**src/rtl/ula_commit_stage.sv**
```systemverilog
// ---------------------------------------------------------------------------
// ula_commit_stage
//   Execute -> writeback stage directly behind the ula. Each ula result
//   {opcode, rd, data, rflags} is captured into a 2-entry FIFO skid buffer.
//   The head entry drives the register-file write port, and the
//   architectural flags register is updated whenever an entry commits.
//   The stage decouples ula timing from register-file/branch-unit stalls
//   without dropping or reordering results.
//
//   Optional feature: define ULA_ERR_COUNT_EN to add the err_cnt port and a
//   saturating count of committed entries that carry rflags[0] (ERROR).
//
// Ports
//   clk, rst    rising-edge clock, synchronous active-high reset
//   in_valid    upstream offers a ula result
//   in_ready    stage can accept a result (FIFO not full)
//   in_opcode   opcode that produced the result
//   in_rd       destination register
//   in_data     ula result
//   in_rflags   ula flags {OVERFLOW,ABOVE,EQUAL,BELOW,ERROR}
//   wb_valid    head entry presented for commit
//   wb_ready    writeback consumer accepts the head entry
//   wb_we       register-file write enable for the head entry
//   wb_rd       head destination register (0 when empty)
//   wb_data     head result (0 when empty)
//   flags_q     architectural flags register
//   err_cnt     committed-error count (ULA_ERR_COUNT_EN only)
// ---------------------------------------------------------------------------
module ula_commit_stage #(
    parameter int DATA_WIDTH     = 16,
    parameter int OPCODE_WIDTH   = 4,
    parameter int REG_ADDR_WIDTH = 4,
    parameter int ERR_CNT_WIDTH  = 8,
    // Encoding of CMP in the processor opcode map
    parameter logic [OPCODE_WIDTH-1:0] OPC_CMP = 4'd7
) (
    input  logic                      clk,
    input  logic                      rst,
    input  logic                      in_valid,
    output logic                      in_ready,
    input  logic [OPCODE_WIDTH-1:0]   in_opcode,
    input  logic [REG_ADDR_WIDTH-1:0] in_rd,
    input  logic [DATA_WIDTH-1:0]     in_data,
    input  logic [4:0]                in_rflags,
    output logic                      wb_valid,
    input  logic                      wb_ready,
    output logic                      wb_we,
    output logic [REG_ADDR_WIDTH-1:0] wb_rd,
    output logic [DATA_WIDTH-1:0]     wb_data,
    output logic [4:0]                flags_q
`ifdef ULA_ERR_COUNT_EN
    ,
    output logic [ERR_CNT_WIDTH-1:0]  err_cnt
`endif
);

    // Entry storage: data is written only on push and never reset, the
    // count/pointers alone decide what is valid.
    logic [OPCODE_WIDTH-1:0]   opc_mem  [0:1];
    logic [REG_ADDR_WIDTH-1:0] rd_mem   [0:1];
    logic [DATA_WIDTH-1:0]     data_mem [0:1];
    logic [4:0]                flg_mem  [0:1];

    logic       wr_ptr;
    logic       rd_ptr;
    logic [1:0] count;

    logic       push;
    logic       pop;
    logic [4:0] head_flags;
    logic       head_is_cmp;

    // in_ready depends on count only, so a pop in the same cycle does not
    // open a slot until the next cycle (no wb_ready -> in_ready path).
    assign in_ready    = (count != 2'd2);
    assign wb_valid    = (count != 2'd0);
    assign push        = in_valid & in_ready & ~rst;
    assign pop         = wb_valid & wb_ready & ~rst;

    assign head_flags  = flg_mem[rd_ptr];
    assign head_is_cmp = (opc_mem[rd_ptr] == OPC_CMP);

    // CMP and ERROR entries still commit (and update flags) but never write
    // the register file.
    assign wb_we   = wb_valid & ~head_is_cmp & ~head_flags[0];
    assign wb_rd   = wb_valid ? rd_mem[rd_ptr]   : '0;
    assign wb_data = wb_valid ? data_mem[rd_ptr] : '0;

    // Control state: count, pointers and architectural flags
    always_ff @(posedge clk) begin
        if (rst) begin
            count   <= 2'd0;
            wr_ptr  <= 1'b0;
            rd_ptr  <= 1'b0;
            flags_q <= 5'b0;
        end else begin
            if (push) wr_ptr <= ~wr_ptr;
            if (pop) begin
                rd_ptr  <= ~rd_ptr;
                flags_q <= head_flags;
            end
            case ({push, pop})
                2'b10:   count <= count + 2'd1;
                2'b01:   count <= count - 2'd1;
                default: count <= count;
            endcase
        end
    end

    // Entry capture
    always_ff @(posedge clk) begin
        if (push) begin
            opc_mem[wr_ptr]  <= in_opcode;
            rd_mem[wr_ptr]   <= in_rd;
            data_mem[wr_ptr] <= in_data;
            flg_mem[wr_ptr]  <= in_rflags;
        end
    end

`ifdef ULA_ERR_COUNT_EN
    function automatic logic [ERR_CNT_WIDTH-1:0] sat_inc(
        input logic [ERR_CNT_WIDTH-1:0] v
    );
        return (&v) ? v : v + 1'b1;
    endfunction

    always_ff @(posedge clk) begin
        if (rst) begin
            err_cnt <= '0;
        end else if (pop && head_flags[0]) begin
            err_cnt <= sat_inc(err_cnt);
        end
    end
`else
    logic [ERR_CNT_WIDTH-1:0] unused_err_w;
    assign unused_err_w = '0;
`endif

endmodule
```
**config.mk**
```make
export PLATFORM = sky130hd
export DESIGN_NAME = ula_commit_stage
export DESIGN_NICKNAME = d
export VERILOG_FILES = /design/src/rtl/ula_commit_stage.sv
export SDC_FILE = /design/constraint.sdc
export NUM_CORES = 1
export LEC_CHECK = 0
export CAP_MARGIN = 20
export CORE_UTILIZATION = 44
export DETAILED_ROUTE_END_ITERATION = 8
export GPL_ROUTABILITY_DRIVEN = 0
export HOLD_SLACK_MARGIN = 0.08
export MAX_ROUTING_LAYER = met4
export PLACE_DENSITY = 0.76
export SLEW_MARGIN = 20
export SYNTH_ARGS = -nofsm -noshare
export SYNTH_HDL_FRONTEND = slang
export SYNTH_SLANG_ARGS = --single-unit
```
**constraint.sdc**
```tcl
create_clock -name clk -period 2.2 [get_ports clk]
set_clock_uncertainty 0.1 [all_clocks]
set_input_delay 0.33 -clock clk [delete_from_list [all_inputs] [get_ports clk]]
set_output_delay 0.33 -clock clk [all_outputs]
set_load 0.005 [all_outputs]
```
==> flow_metrics.py, run 1 <==
metrics = {
    "status": {
        "outcome": "finished, final reports clean",
    },
    "layout": {
        "layout_common_cells": "60 x clkdlybuf4s50_1, 58 x edfxtp_1, 29 x nor2_1",
        "drive_above_1_share": 0.126,
        "syn_to_final_growth_pct": 38.6,
        "layout_commonest_cell": "clkdlybuf4s50_1",
        "post-route-util": 0.635,
        "diodes": 0,
        "num-nets-final": 268,
        "nFillCells": 431,
    },
    "power": {
        "leakage_nw": 1.18,
        "peakVddDrop_uv": 540,
        "power.density_mw_per_mm2": 843,
    },
    "timing": {
        "maxSlewHeadroom": 0.775,
        "setup_violations": 0,
        "fmax_ghz": 0.477,
        "rsz0062_at_grt": "no",
        "hold_violations": 0,
        "drv_slew": 0,
        "tightest_slew_ns": 0.337,
        "fin_crit_sh": 0.953,
        "fin_hold_ws_ns": 0.398,
        "fin_tns_setup_ns": 0,
        "final.min_clock_period_ns": 2.10,
    },
    "placed_design": {
        "io_buffers": 60,
        "dpl.hpwl_um": 2980,
    },
    "logic_synthesis": {
        "yosysUniqueCellTypes": 21,
        "ys_seq_area_frac": 0.765,
        "synthAdderAreaFrac": 0.00493,
        "synthesis.area_mm2": 0.00254,
        "synthXorXnorAreaFrac": 0.0104,
        "synthMuxAreaShare": 0.0986,
        "synth-simple-area-share": 0.0720,
        "synth_top_family_by_area": "multiplexers",
        "synth-seq-cells": 68,
        "syn_inst": 160,
        "yosysWarnings": 0,
        "syn_nets": 194,
        "avgSynthCellArea_um2": 15.9,
        "synth_compound_area_frac": 0.0276,
    },
    "worst_setup_path": {
        "rrSetupSlack_ns": 0.28,
        "rr_endpoint": "count[1]",
        "worstPathArrival_ns": 1.67,
        "end_kind": "output port",
        "cpPeakStageDelay_ns": 0.52,
        "critPathLaunchType": "flip-flop",
        "cp.required_ns": 1.77,
        "cp_cell_sequence": "buf_6 > nand3b_1 > a21oi_1 > clkdlybuf4s50_1",
        "critical-path-slowest-cell": "clkdlybuf4s50_1",
        "crit_fanout": 9,
        "cp_top_family": "buffers and inverters",
        "critical_path_class": "flip-flop to output port",
        "r2r-start": "count[0]",
        "cp_num_buf_inv": 2,
        "reg2reg_depth": 7,
    },
    "global_routing": {
        "grt_max_degree": 30,
        "track_usage": 0.177,
        "globalRouteOverflowTotal": 0,
        "antenna_found_initial": 0,
        "grt_pass1_wl_um": 7320,
        "grt_pass1_vias": 1522,
    },
    "job": {
        "maxCapViolCount": 0,
    },
    "drt": {
        "wl_per_cell_um": 14.7,
        "vias": 1516,
        "first_iter_violations": 61,
        "ant_nets": 0,
        "drt-total-wl_um": 4570,
        "drc_errors": 0,
        "dr.pass1.iters": 6,
        "vias_per_cell": 4.87,
    },
    "hold_path": {
        "hold_path_end": "wr_ptr",
        "hp-class": "flip-flop to flip-flop",
        "hold_start": "wr_ptr",
        "holdPathStages": 2,
    },
    "clock_tree": {
        "h-tree-depth": 3,
        "clock_latency_ns": 0.34,
        "cts_tree": "built",
        "clkTransAtPathRegs_ns": 0.07,
        "cts_hold_buf": 0,
        "clockBufferDepth": 2,
        "clkSinkCount": 68,
        "cts_root_buf": "clkbuf_8",
        "cts_buffers": 9,
    },
    "die": {
        "initial_utilization": 0.458,
        "die_area_mm2": 0.00607,
        "die_w_um": 77.9,
        "core-area_mm2": 0.00554,
        "num_rows": 27,
        "die_h_um": 77.9,
        "pin_count": 61,
    },
}
==> cell usage after synthesis (all sizes together) <==
cell	instances	area, um2
edfxtp	58	1740
nor2	31	116
mux2i	25	250
dfxtp	10	200
a211oi	5	37.5
buf	4	27.5
inv	4	15.0
a21oi	3	15.0
clkbuf	3	11.3
nand2b	2	12.5
nand4b	2	17.5
nor2b	2	12.5
o21ai	2	10.0
or3	2	12.5
xnor2	2	17.5
ha	1	12.5
nand2	1	3.75
nand3b	1	7.51
o21a	1	7.51
xor2	1	8.76
==> per-stage QoR <==
step / instances / power [mW] / worst slack, ns / cell area, um2
finish: 311 / 2.97 / 0.103 / 3520
detailed placement: 294 / 2.01 / 0.0346 / 3290
global route: 311 / 3.12 / 0.00482 / 3520
CTS: 311 / 3.00 / 0.00331 / 3500
floorplan: 160 / 1.74 / 0.295 / 2540
global placement: 294 / 2.00 / 0.101 / 3290
==> flip-flops by register name, indices dropped and copies added (netlist names), named ones only <==
name      count
count         2
data_mem     32
flags_q       5
flg_mem      10
opc_mem       8
rd_mem        8
rd_ptr        1
wr_ptr        1
==> routing by layer <==
metal,track usage,vias to the layer above,share of wire
met1,0.197,729,0.43
met3,0.0729,7,0.057
met5,-,-,0
li1,-,736,-
met4,0.0833,0,0.012
met2,0.278,44,0.50
==> worst register-to-register path, stage by stage, from the launching register on <==
cell and delay [ns]:
dfxtp_1 0.49, buf_4 0.20, nor2b_1 0.07, inv_1 0.08, nand2b_1 0.08, ha_1 0.33, or3_1 0.35, a21oi_1 0.17
==> where the power goes <==
group	internal, mW	switching (mW)	total, mW
Clock	0.507	0.457	0.964
Sequential	1.47	0.0336	1.50
Combinational	0.287	0.211	0.499
Total	2.26	0.702	2.97
==> layout make-up <==
cell class / count / area (um2) / area share
multi-input combinational: 82 / 568 / 0.162
timing repair buffer: 69 / 704 / 0.200
inverter: 4 / 15.0 / 0.00427
clock buffer: 11 / 163 / 0.0463
sequential: 68 / 1940 / 0.553
clock inverter: 5 / 31.3 / 0.00890
tap: 72 / 90.1 / 0.0256
==> what timing repair did <==
action / CTS / global route
cloned: 1 / 0
setup buffers: 0 / 0
gates resized for setup: 2 / 4
endpoints found under the setup margin: 22 / 12
pin swaps: 1 / 0
==> cell families (layout without fill, tap and decap cells) <==
| logic type | count (synthesis) | count (layout) |
|---|---|---|
| AO/OA/AOI/OAI | 11 | 11 |
| XOR/XNOR | 3 | 3 |
| adder cells (fa/ha/maj) | 1 | 1 |
| buffers and inverters | 11 | 89 |
| flip-flops | 68 | 68 |
| multiplexers | 25 | 25 |
| AND/OR/NAND/NOR | 41 | 42 |
==> worst max path at each step <==
stage,start,end,slack (ns),cells after the start
6_report,flip-flop,wb_we,0.10,4
5_1_grt,flip-flop,wb_we,0.005,4
4_1_cts,flip-flop,wb_rd[2],0.003,4
3_5_place_dp,count[1],wb_we,0.03,3
3_3_place_gp,count[1],wb_data[7],0.10,3
2_1_floorplan,rst,data_mem[1][0],0.30,3
No activity file was read; power rests on OpenSTA's default activity.
==> run 2, diff against run 1 <==
--- a/config.mk
+++ b/config.mk
@@ -11,7 +11,7 @@
 export GPL_ROUTABILITY_DRIVEN = 0
 export HOLD_SLACK_MARGIN = 0.08
 export MAX_ROUTING_LAYER = met4
-export PLACE_DENSITY = 0.76
+export PLACE_DENSITY = 0.72
 export SLEW_MARGIN = 20
 export SYNTH_ARGS = -nofsm -noshare
 export SYNTH_HDL_FRONTEND = slang
==> flow_metrics.py, run 2 (synthesized netlist as in run 1, its figures left out) <==
metrics = {
    "status": {
        "outcome": "finished, final reports clean",
    },
    "clock_tree": {
        "clock_latency_ns": 0.33,
        "clockBufferDepth": 2,
        "cts_root_buf": "clkbuf_8",
        "cts_buffers": 9,
        "clkSinkCount": 68,
        "cts_setup_buffers": 0,
        "clkTransAtPathRegs_ns": 0.06,
        "cts_hold_buf": 0,
        "cts_tree": "built",
        "h-tree-depth": 3,
    },
    "drt": {
        "drt-total-wl_um": 4430,
        "drc_errors": 0,
        "first_iter_violations": 46,
        "ant_nets": 0,
        "vias": 1510,
        "vias_per_cell": 4.89,
        "dr.pass1.iters": 4,
        "wl_per_cell_um": 14.3,
    },
    "layout": {
        "top_register": "data_mem",
        "seqCellArea_mm2": 0.00194,
        "nFillCells": 446,
        "diodes": 0,
        "largestRegisters": "data_mem (32), flg_mem (10)",
        "layout_common_cells": "58 x edfxtp_1, 45 x clkdlybuf4s50_1, 29 x nor2_1",
        "drive_above_1_share": 0.101,
        "largest_reg_flops": 32,
        "multiInputGateArea_um2": 552,
        "layout_commonest_cell": "edfxtp_1",
        "num-nets-final": 266,
        "syn_to_final_growth_pct": 37.9,
    },
    "timing": {
        "rsz0062_at_grt": "yes",
        "fin_tns_setup_ns": 0,
        "setup_slack_ns": 0.0787,
        "maxSlewHeadroom": 0.640,
        "drv_slew": 0,
        "setup_violations": 0,
        "fin_crit_sh": 0.964,
        "hold_violations": 0,
        "fin_hold_ws_ns": 0.394,
        "final.min_clock_period_ns": 2.12,
        "fmax_ghz": 0.471,
        "tightest_slew_ns": 0.539,
    },
    "worst_setup_path": {
        "worstPathArrival_ns": 1.69,
        "r2r-start": "count[1]",
        "critPathLaunchType": "flip-flop",
        "critical_path_class": "flip-flop to output port",
        "rrSetupSlack_ns": 0.30,
        "end_kind": "output port",
        "reg2reg_depth": 7,
        "cp.required_ns": 1.77,
        "rr_endpoint": "count[1]",
        "crit_fanout": 22,
    },
    "global_routing": {
        "grt_pass1_vias": 1495,
        "track_usage": 0.164,
        "grt_pass1_wl_um": 6950,
        "grt_max_degree": 30,
        "antenna_found_initial": 0,
        "globalRouteOverflowTotal": 0,
    },
    "placed_design": {
        "io_buffers": 60,
        "dp_slack_ns": 0.0486,
        "dpl.hpwl_um": 2870,
    },
    "job": {
        "maxCapViolCount": 0,
    },
    "die": {
        "num_rows": 27,
        "core-area_mm2": 0.00554,
        "die_area_mm2": 0.00607,
        "die_w_um": 77.9,
        "pin_count": 61,
        "initial_utilization": 0.458,
        "die_h_um": 77.9,
    },
    "hold_path": {
        "holdPathStages": 2,
        "hold_path_end": "wr_ptr",
        "hp-class": "flip-flop to flip-flop",
        "hold_start": "wr_ptr",
    },
    "power": {
        "leakage_nw": 1.41,
        "power.density_mw_per_mm2": 814,
        "peakVddDrop_uv": 642,
    },
}
-- run 2: cell count changes in the layout (fill, tap and decap cells not counted), sizes merged, moves of 2 or more --
cell,change
clkdlybuf4s50,-15
clkbuf,+3
inv,-2
dlymetal6s2s,+15
-- run 2: cell type report --
class,instances,share of cell area
Clock buffer,14,0.0465
Clock inverter,2,0.00286
Inverter,4,0.00429
Multi-Input combinational cell,81,0.158
Sequential cell,68,0.555
Tap cell,72,0.0257
Timing Repair Buffer,68,0.208
-- run 2: repair_timing --
item	in CTS	in global routing
resized for setup	2	15
pin swaps	0	3
setup endpoints to repair	22	22
-- run 2: routing by layer --
metal  GRT usage  routed length (um)  vias up
li1            -                   -      730
met1       0.195                1910      728
met2       0.252                2220       43
met3      0.0400                 194        9
met4       0.106                 100        0
met5           -                   0        -
-- run 2: worst max-delay path by stage --
stage / cells after the start / from / endpoint / slack (ns)
finish: 3 / count[0] / wb_rd[2] / 0.08
global route: 3 / count[0] / wb_data[13] / -0.06
CTS: 3 / count[1] / wb_data[2] / 0.009
global placement: 6 / rst / count[1] / 0.06
floorplan: 3 / rst / data_mem[1][0] / 0.30
detailed placement: 6 / rst / count[1] / 0.05
-- run 2: power by group --
group	internal (mW)	total [mW]	switching, mW
clock	0.468	0.879	0.411
sequential	1.47	1.49	0.0233
combinational	0.266	0.475	0.209
-- run 2: worst max-delay path, stage by stage, from the launching register on --
cell and delay [ns]:
dfxtp_1 0.34, nor2_4 0.45, nor2_1 0.11, clkdlybuf4s50_1 0.46
-- run 2: per-stage QoR --
step	instance area, um2	power [mW]	utilization	std cells
floorplan	2540	1.74	-	160
global placement	3280	2.00	0.592	293
detailed placement	3280	2.01	0.592	293
CTS	3460	2.89	0.625	309
global route	3500	2.97	0.632	309
finish	3500	2.85	0.632	309
